`config.mk`:
```
export PLATFORM = sky130hd
export DESIGN_NAME = trilat_calc
export DESIGN_NICKNAME = d
export VERILOG_FILES = /design/src/rtl/trilat_calc_pkg.sv /design/src/rtl/trilat_calc_seq_divider.sv /design/src/rtl/trilat_calc.sv
export SDC_FILE = /design/constraint.sdc
export NUM_CORES = 1
export LEC_CHECK = 0
export CAP_MARGIN = 20
export CORE_MARGIN = 1.5
export CORE_UTILIZATION = 55
export DETAILED_ROUTE_END_ITERATION = 8
export GPL_TIMING_DRIVEN = 0
export PLACE_DENSITY_LB_ADDON = 0.3
export SYNTH_ARGS = -nofsm -noshare
export SYNTH_HDL_FRONTEND = slang
export SYNTH_HIERARCHICAL = 1
export SYNTH_SLANG_ARGS = --single-unit
export TNS_END_PERCENT = 50
```
`constraint.sdc`:
```
create_clock -name clk -period 12.8 [get_ports clk]
set_clock_uncertainty 0.1 [all_clocks]
set_input_delay 2.56 -clock clk [delete_from_list [all_inputs] [get_ports clk]]
set_output_delay 2.56 -clock clk [all_outputs]
set_load 0.01 [all_outputs]
```
`src/rtl/trilat_calc_pkg.sv`:
```
// Shared widths, FSM encoding and divider iteration count for the
// trilateration front stage of the position-detector datapath.
package trilat_calc_pkg;

  localparam int DIST_W   = 12;
  localparam int Y2_W     = 32;
  localparam int DIV_ITER = 25;

  typedef enum logic [1:0] {
    IDLE   = 2'd0,
    SQUARE = 2'd1,
    DIVIDE = 2'd2,
    YCALC  = 2'd3
  } state_t;

endpackage

```
`src/rtl/trilat_calc_seq_divider.sv`:
```
// Restoring unsigned divider: one quotient bit per clock, DVD_W iterations.
// done is high during the cycle whose closing edge writes the last quotient bit.
module seq_divider
  import trilat_calc_pkg::*;
#(
  parameter int DVD_W = DIV_ITER,
  parameter int DVS_W = DIST_W
) (
  input  logic             clk,
  input  logic             reset,
  input  logic             start,
  input  logic [DVD_W-1:0] dividend,
  input  logic [DVS_W-1:0] divisor,
  output logic             busy,
  output logic             done,
  output logic [DVD_W-1:0] quotient
);

  localparam int CNT_W = $clog2(DVD_W);

  logic [CNT_W-1:0] cnt;
  logic [DVS_W-1:0] rem_p0;
  logic [DVS_W-1:0] dvs_p0;
  logic [DVS_W:0]   trial;
  logic [DVS_W:0]   diff;

  always_comb begin
    trial = {rem_p0, quotient[DVD_W-1]};
    diff  = trial - {1'b0, dvs_p0};
  end

  assign done = busy && (cnt == '0);

  always_ff @(posedge clk) begin
    if (reset) begin
      busy <= 1'b0;
      cnt  <= '0;
    end else if (start && !busy) begin
      busy <= 1'b1;
      cnt  <= CNT_W'(DVD_W - 1);
    end else if (busy) begin
      if (cnt == '0) busy <= 1'b0;
      else           cnt  <= cnt - 1'b1;
    end
  end

  // Quotient shares the dividend shift register; remainder never exceeds divisor.
  always_ff @(posedge clk) begin
    if (start && !busy) begin
      quotient <= dividend;
      rem_p0   <= '0;
      dvs_p0   <= divisor;
    end else if (busy) begin
      if (trial >= {1'b0, dvs_p0}) begin
        rem_p0   <= diff[DVS_W-1:0];
        quotient <= {quotient[DVD_W-2:0], 1'b1};
      end else begin
        rem_p0   <= trial[DVS_W-1:0];
        quotient <= {quotient[DVD_W-2:0], 1'b0};
      end
    end
  end

endmodule

```
`src/rtl/trilat_calc.sv`:
```
// Two-sensor trilateration: x = (d1^2 - d2^2 + L^2) / 2L, y^2 = d1^2 - x^2,
// clamped and handed to the square-root stage with a one-cycle strobe.
module trilat_calc #(
  parameter int SENSOR_SPACING = 100,
  parameter int DIST_W         = 12
) (
  input  logic                             clk,
  input  logic                             reset,
  input  logic [DIST_W-1:0]                dist1,
  input  logic [DIST_W-1:0]                dist2,
  input  logic                             dist_valid,
  output logic                             dist_ready,
  output logic [DIST_W-1:0]                xValue,
  output logic [trilat_calc_pkg::Y2_W-1:0] y1Value,
  output logic                             out_valid,
  output logic                             out_of_range
);
  import trilat_calc_pkg::*;

  localparam int SQ_W    = 2 * DIST_W;
  localparam int NUM_W   = SQ_W + 2;
  localparam int L_SQ    = SENSOR_SPACING * SENSOR_SPACING;
  localparam int XMAX    = (1 << DIST_W) - 1;

  function automatic logic [DIST_W-1:0] sat_x(input logic [DIV_ITER-1:0] q);
    return (q > DIV_ITER'(XMAX)) ? DIST_W'(XMAX) : q[DIST_W-1:0];
  endfunction

  function automatic logic [Y2_W-1:0] sat_y(input logic signed [NUM_W-1:0] v);
    return (v < 0) ? '0 : {{(Y2_W-NUM_W){1'b0}}, v};
  endfunction

  state_t st;

  logic [DIST_W-1:0]       d1_p0, d2_p0;
  logic [SQ_W-1:0]         sq1_p1;
  logic                    neg_p1;
  logic [SQ_W-1:0]         sq1_c, sq2_c, xsq_c;
  logic signed [NUM_W-1:0] num_c, y_c;
  logic [DIV_ITER-1:0]     dvd_c, quo;
  logic [DIST_W-1:0]       x_c;
  logic                    xclamp_c;
  logic                    div_busy, div_done;

  always_comb begin
    sq1_c    = SQ_W'(d1_p0) * SQ_W'(d1_p0);
    sq2_c    = SQ_W'(d2_p0) * SQ_W'(d2_p0);
    num_c    = $signed({2'b00, sq1_c}) + NUM_W'(L_SQ) - $signed({2'b00, sq2_c});
    dvd_c    = num_c[NUM_W-1] ? '0 : num_c[DIV_ITER-1:0];
    x_c      = sat_x(quo);
    xclamp_c = |quo[DIV_ITER-1:DIST_W];
    xsq_c    = SQ_W'(x_c) * SQ_W'(x_c);
    y_c      = $signed({2'b00, sq1_p1}) - $signed({2'b00, xsq_c});
  end

  seq_divider #(
    .DVD_W (DIV_ITER),
    .DVS_W (DIST_W)
  ) u_div (
    .clk      (clk),
    .reset    (reset),
    .start    (st == SQUARE),
    .dividend (dvd_c),
    .divisor  (DIST_W'(2 * SENSOR_SPACING)),
    .busy     (div_busy),
    .done     (div_done),
    .quotient (quo)
  );

  // Operand capture (IDLE accept) and square stage; data regs carry no reset.
  always_ff @(posedge clk) begin
    if (st == IDLE && dist_valid) begin
      d1_p0 <= dist1;
      d2_p0 <= dist2;
    end
    if (st == SQUARE) begin
      sq1_p1 <= sq1_c;
      neg_p1 <= num_c[NUM_W-1];
    end
  end

  always_ff @(posedge clk) begin
    if (reset) begin
      st           <= IDLE;
      dist_ready   <= 1'b1;
      xValue       <= '0;
      y1Value      <= '0;
      out_valid    <= 1'b0;
      out_of_range <= 1'b0;
    end else begin
      out_valid <= 1'b0;
      case (st)
        IDLE: begin
          if (dist_valid) begin
            st         <= SQUARE;
            dist_ready <= 1'b0;
          end
        end
        SQUARE: st <= DIVIDE;
        DIVIDE: begin
          if (div_done)       st <= YCALC;
          else if (!div_busy) st <= SQUARE;
        end
        YCALC: begin
          xValue       <= x_c;
          y1Value      <= sat_y(y_c);
          out_of_range <= neg_p1 | xclamp_c | (y_c < 0);
          out_valid    <= 1'b1;
          dist_ready   <= 1'b1;
          st           <= IDLE;
        end
        default: st <= IDLE;
      endcase
    end
  end

endmodule

```
==> impl_metrics.env, run 1 <==
export IMPL_tritoncts="built"
export IMPL_clkTransAtPathRegs_ps=80
export IMPL_rows=69
export IMPL_synth_top_area_cell="fa_1"
export IMPL_grt_overflow_total=0
export IMPL_dpl_cell_area_mm2=0.0210
export IMPL_cts_buffers=17
export IMPL_maxCapViolCount=0
export IMPL_track_usage_pct=25.3
export IMPL_antenna_found_initial=0
export IMPL_via_per_inst=5.41
export IMPL_multiInputGateArea_mm2=0.0139
export IMPL_syn_cell_area_mm2=0.0196
export IMPL_fillCellCount=3055
export IMPL_yosysSeqAreaShare_pct=19.0
export IMPL_ys_ff_latch=144
export IMPL_final_antenna_net_count=0
export IMPL_clock_root_buffer="clkbuf_16"
export IMPL_rr_worst_depth=39
export IMPL_critPathKind="flop to flop"
export IMPL_synth_edff_count=85
export IMPL_critPathRequiredTime_ps=13030
export IMPL_wl_um=43500
export IMPL_rsz0062_at_grt="no"
export IMPL_drv_slew=0
export IMPL_syn_instance_count=2109
export IMPL_dp_hpwl_um=36000
export IMPL_r2r_start="d1_p0[6]"
export IMPL_wire_per_inst_um=16.2
export IMPL_hold_viol_final=0
export IMPL_clock_latency_ps=460
export IMPL_regArea_mm2=0.00373
export IMPL_routabilityCongestion=0.943
export IMPL_yosysWarnings=6
export IMPL_synth_main_ff_cell="edfxtp_1"
export IMPL_holdPathEnd="xValue[2]"
export IMPL_grt_pass1_wl_um=72900
export IMPL_r2r_end="u_div/quotient[24]"
export IMPL_finish_instance_area_mm2=0.0216
export IMPL_cts_sinks=144
export IMPL_period_share_pct=83.1
export IMPL_crit_family="adder cells"
export IMPL_synth_cell_types=75
export IMPL_die_area_mm2=0.0369
export IMPL_numPortBuffers=65
export IMPL_netlist_area_leader_share_pct=29.2
export IMPL_io_pins=74
export IMPL_die_h_um=192
export IMPL_cp_max_fo=10
export IMPL_postCtsSetupBuffers=0
export IMPL_synthTopCellsByArea="fa_1 (29%), ha_1 (14%), edfxtp_1 (13%)"
export IMPL_drcViolationCount=0
export IMPL_min_delay_start="xValue[2]"
export IMPL_max_stage_delay_ps=610
export IMPL_grt_max_degree=26
export IMPL_cts_resized=0
export IMPL_worstSetupEndpointType="flop"
export IMPL_status="completed"
export IMPL_fin_setup_tns_ps=0
export IMPL_start_util_pct=55.5
export IMPL_finalSetupViolCount=0
export IMPL_critPathSlowestCell="mux2i_1"
export IMPL_clockBufferDepth=2
export IMPL_period_needed_ps=10630
export IMPL_coreArea_mm2=0.0354
export IMPL_worst_pin_slew_ps=976
export IMPL_synthToLayoutAreaGrowth_pct=9.76
export IMPL_drive_gt1_share_pct=3.86
export IMPL_regToRegSetupSlack_ps=2170
export IMPL_drt_initial_drc_count=1071
export IMPL_diodes=0
export IMPL_cts_max_level=4
export IMPL_whs_path_depth=2
export IMPL_firstDrtPassIters=6
export IMPL_start_kind="flop"
export IMPL_min_path_type="flop to flop"
export IMPL_ctsHoldBuffers=0
export IMPL_cp_arrival_ps=10860
export IMPL_route_vias_total=14555
export IMPL_grt_pass1_vias=15439
export IMPL_final_nets=2751
export IMPL_fmax_mhz=94.1
export IMPL_die_x_um=192
export IMPL_slew_limit_headroom_pct=34.8
export IMPL_async_flop_share_pct=0
export IMPL_avgSynthCellArea_um2=9.31
export IMPL_cp_num_buf_inv=12
-- metrics by stage --
stage               hold WS [ps]  util [%]  worst slack, ps  cells
floorplan                    351         -             3650   2127
global placement             328      59.1             2370   2653
detailed placement           340      59.3             2240   2656
CTS                          350      60.9             2220   2688
global route                 375      60.9             1450   2688
finish                       354      60.9             2170   2688
-- Yosys cell counts (6+ instances only) --
library cell and instances:
mux2i_1 6, a21oi_2 6, o21bai_1 7, nor3b_1 11, o211ai_2 7, nor2b_1 13
a211oi_1 12, and3_1 11, o21ai_0 61, nand2b_1 13, fa_1 286, inv_1 464
edfxtp_1 85, o21ai_1 6, clkbuf_1 47, ha_1 224, a31oi_1 9, a21o_1 37
nor3_1 22, buf_1 8, xor2_1 28, nand3_1 18, nand2_1 211, nor2_1 114
xnor2_1 55, and2_1 57, a22o_1 23, buf_4 9, nand4_1 8, a21oi_1 105
dfxtp_1 59
-- layer usage --
layer / vias up / part of all wire (%) / global-route usage [%]
li1: 6889 / - / -
met1: 7206 / 42 / 31.2
met2: 369 / 50 / 44.6
met3: 91 / 4.1 / 3.45
met4: 0 / 3.6 / 9.96
met5: - / 0 / 0
-- area by class of cell --
cell class              count  share of cell area, %
flip-flops and latches    144                   17.3
clock buffers              26                   2.47
multi-input cells        1446                   64.5
well taps                 461                   2.68
inverters                 465                   8.10
clock inverters             6                  0.209
plain buffers              72                   1.57
repair buffers             68                   3.19
-- state kept, by name, summed over array words and instances (netlist names) --
register / cells
out_of_range: 1
u_div/cnt: 5
u_div/busy: 1
y1Value: 24
d2_p0: 12
sq1_p1: 23
dist_ready: 1
neg_p1: 1
st: 2
d1_p0: 12
u_div/rem_p0: 12
xValue: 12
out_valid: 1
u_div/dvs_p0: 12
u_div/quotient: 25
-- cells in the final DEF (no fill, tap or decap), types with 55 or more instances in the layout --
master,n
a21oi_1,105
and2_1,57
clkdlybuf4s50_1,65
dfxtp_1,59
edfxtp_1,85
fa_1,286
ha_1,224
inv_1,464
nand2_1,211
nor2_1,114
o21ai_0,61
xnor2_1,55
-- worst register-to-register path: cells and delay by family, from the launching register on --
family	cells	cell delay, ps
xor gates and xnor gates	1	380
muxes	1	610
and+or+nand+nor	8	1660
adders and majority gates	12	5170
DFF	1	390
buffers and inverters	12	1360
AOI/OAI and AO/OA	5	830
-- cells by family after synthesis --
family / share of synthesized area (%)
adders and majority gates: 43.4
buffers and inverters: 10.6
DFF: 19.0
xor gates and xnor gates: 3.70
AOI/OAI and AO/OA: 10.9
and+or+nand+nor: 11.8
muxes: 0.490
other: 0.0382
-- worst max-delay path by stage --
stage	start	depth (start not counted)	end	slack (ps)
after floorplan	d1_p0[6]	39	u_div/quotient[24]	3650
after global placement	d1_p0[6]	39	u_div/quotient[24]	2370
after detailed placement	d1_p0[6]	39	u_div/quotient[24]	2240
after CTS	d1_p0[6]	39	u_div/quotient[24]	2220
after global routing	d1_p0[6]	39	u_div/quotient[24]	1450
final	d1_p0[6]	39	u_div/quotient[24]	2170
Power of run 1 is left out: the tool's default activity adds up to more than one toggle a clock period on the data nets, which glitch-free logic cannot reach.
==> run 2, diff against run 1 <==
==> constraint.sdc (replaced) <==
create_clock -name clk -period 9.6 [get_ports clk]
set_clock_uncertainty 0.1 [all_clocks]
set_input_delay 1.92 -clock clk [delete_from_list [all_inputs] [get_ports clk]]
set_output_delay 1.92 -clock clk [all_outputs]
set_load 0.01 [all_outputs]
==> impl_metrics.env, run 2 (synthesized netlist as in run 1, its figures left out) <==
export IMPL_regToRegSetupSlack_ps=370
export IMPL_die_h_um=192
export IMPL_finalSetupViolCount=0
export IMPL_coreArea_mm2=0.0354
export IMPL_route_vias_total=14662
export IMPL_whs_path_depth=2
export IMPL_via_per_inst=5.41
export IMPL_top_regs="u_div/quotient x25, y1Value x24, sq1_p1 x23"
export IMPL_start_util_pct=55.5
export IMPL_critPathSlowestCell="fa_1"
export IMPL_grt_met2_usage_pct=44.8
export IMPL_routabilityCongestion=0.943
export IMPL_slew_limit_headroom_pct=33.7
export IMPL_final_nets=2771
export IMPL_regArea_mm2=0.00373
export IMPL_grt_max_degree=26
export IMPL_place_ws_ps=-964
export IMPL_grt_util_met1_pct=31.3
export IMPL_cp_max_fo=6
export IMPL_diodes=0
export IMPL_cp_num_buf_inv=9
export IMPL_top_usage_layer="met2"
export IMPL_mostFrequentLayoutCells="inv_1 (462), fa_1 (285), ha_1 (219), nand2_1 (208), nor2_1 (111)"
export IMPL_worst_pin_slew_ps=993
export IMPL_multiInputGateArea_mm2=0.0142
export IMPL_tritoncts="built"
export IMPL_cts_max_level=4
export IMPL_hold_viol_final=0
export IMPL_io_pins=74
export IMPL_clockBufferDepth=2
export IMPL_holdPathEnd="xValue[2]"
export IMPL_synthToLayoutAreaGrowth_pct=12.3
export IMPL_setup_slack_ps=366
export IMPL_fmax_mhz=108
export IMPL_rr_worst_depth=37
export IMPL_crit_family="adder cells"
export IMPL_regMostFlops="u_div/quotient"
export IMPL_status="completed"
export IMPL_die_x_um=192
export IMPL_rows=69
export IMPL_wl_um=44100
export IMPL_cts_sinks=144
export IMPL_maxCapViolCount=0
export IMPL_drive_gt1_share_pct=7.25
export IMPL_period_share_pct=96.2
export IMPL_largest_reg_flops=25
export IMPL_grt_overflow_total=0
export IMPL_max_stage_delay_ps=570
export IMPL_r2r_end="u_div/quotient[24]"
export IMPL_clkTransAtPathRegs_ps=80
export IMPL_cp_arrival_ps=9350
export IMPL_firstDrtPassIters=6
export IMPL_fillCellCount=3001
export IMPL_cp_common_cell="fa_1"
export IMPL_clock_latency_ps=460
export IMPL_critPathKind="flop to flop"
export IMPL_layout_commonest_cell="inv_1"
export IMPL_drcViolationCount=0
export IMPL_worstSetupEndpointType="flop"
export IMPL_grt_pass1_wl_um=73200
export IMPL_grt_pass1_vias=15489
export IMPL_wire_per_inst_um=16.3
export IMPL_clock_root_buffer="clkbuf_16"
export IMPL_track_usage_pct=25.3
export IMPL_start_kind="flop"
export IMPL_numPortBuffers=65
export IMPL_r2r_start="d1_p0[1]"
export IMPL_min_delay_start="xValue[2]"
export IMPL_dp_hpwl_um=36000
export IMPL_antenna_found_initial=0
export IMPL_final_antenna_net_count=0
export IMPL_period_needed_ps=9230
export IMPL_cts_buffers=17
export IMPL_drt_initial_drc_count=1022
export IMPL_critPathRequiredTime_ps=9720
export IMPL_die_area_mm2=0.0369
export IMPL_use_met3_pct=3.07
export IMPL_min_path_type="flop to flop"
export IMPL_drv_slew=0
## run 2: cell types whose count changed in the layout (fill, tap and decap cells not counted), moves of 4 or more
cell	previous run	this run
a21oi_2	6	11
xnor2_2	0	4
buf_4	9	35
ha_1	224	219
clkbuf_1	51	37
xnor2_1	55	51
a21oi_1	105	98
## run 2: how the worst max path moves through the flow
stage                                    end     start  slack [ps]  depth (start not counted)
after CTS                 u_div/quotient[22]  d1_p0[6]           4                         34
after global routing      u_div/quotient[24]  d1_p0[1]         -50                         38
after global placement    u_div/quotient[24]  d1_p0[6]        -830                         39
final                     u_div/quotient[24]  d1_p0[1]         370                         37
after detailed placement  u_div/quotient[24]  d1_p0[6]        -960                         39
after floorplan           u_div/quotient[24]  d1_p0[6]         450                         39
## run 2: final cells by class
cell class | count | share of cell area [%]
buffer | 66 | 1.65
clock buffer | 26 | 2.41
clock inverter | 6 | 0.204
inverter | 465 | 7.92
multi-input combinational | 1446 | 64.3
sequential | 144 | 16.9
tap | 461 | 2.62
timing repair buffer | 94 | 4.01
## run 2: routing by layer
metal  share of wire (%)  vias up
li1                    -     6924
met1                  42     7245
met2                  50      396
met3                 4.4       97
met4                 3.7        0
met5                   0        -
## run 2: timing repair
| action | 4_1_cts | 5_1_grt |
|---|---|---|
| gates resized for setup | 27 | 57 |
| pin swaps | 2 | 11 |
| setup endpoints to repair | 26 | 26 |
| endpoints found under the hold margin | 0 | 0 |
| hold buffers | 0 | 0 |
| buffers inserted | 10 | 16 |
## run 2: metrics by stage
stage | cells | hold slack [ps] | TNS [ps] | utilization [%] | instance area (um^2)
2_1_floorplan | 2127 | 351 | 0 | - | 19700
4_1_cts | 2694 | 350 | 0 | 61.4 | 21700
3_3_place_gp | 2653 | 328 | -13730 | 59.1 | 20900
6_report | 2708 | 354 | 0 | 62.3 | 22100
3_5_place_dp | 2656 | 340 | -16160 | 59.3 | 21000
5_1_grt | 2708 | 375 | -81.3 | 62.3 | 22100
## run 2: tightest hold or removal path: stages, from the launching register on
cell and delay, ps:
dfxtp_1 320, nand2_1 50, o21ai_0 50
Power of run 2 is left out for the same reason.
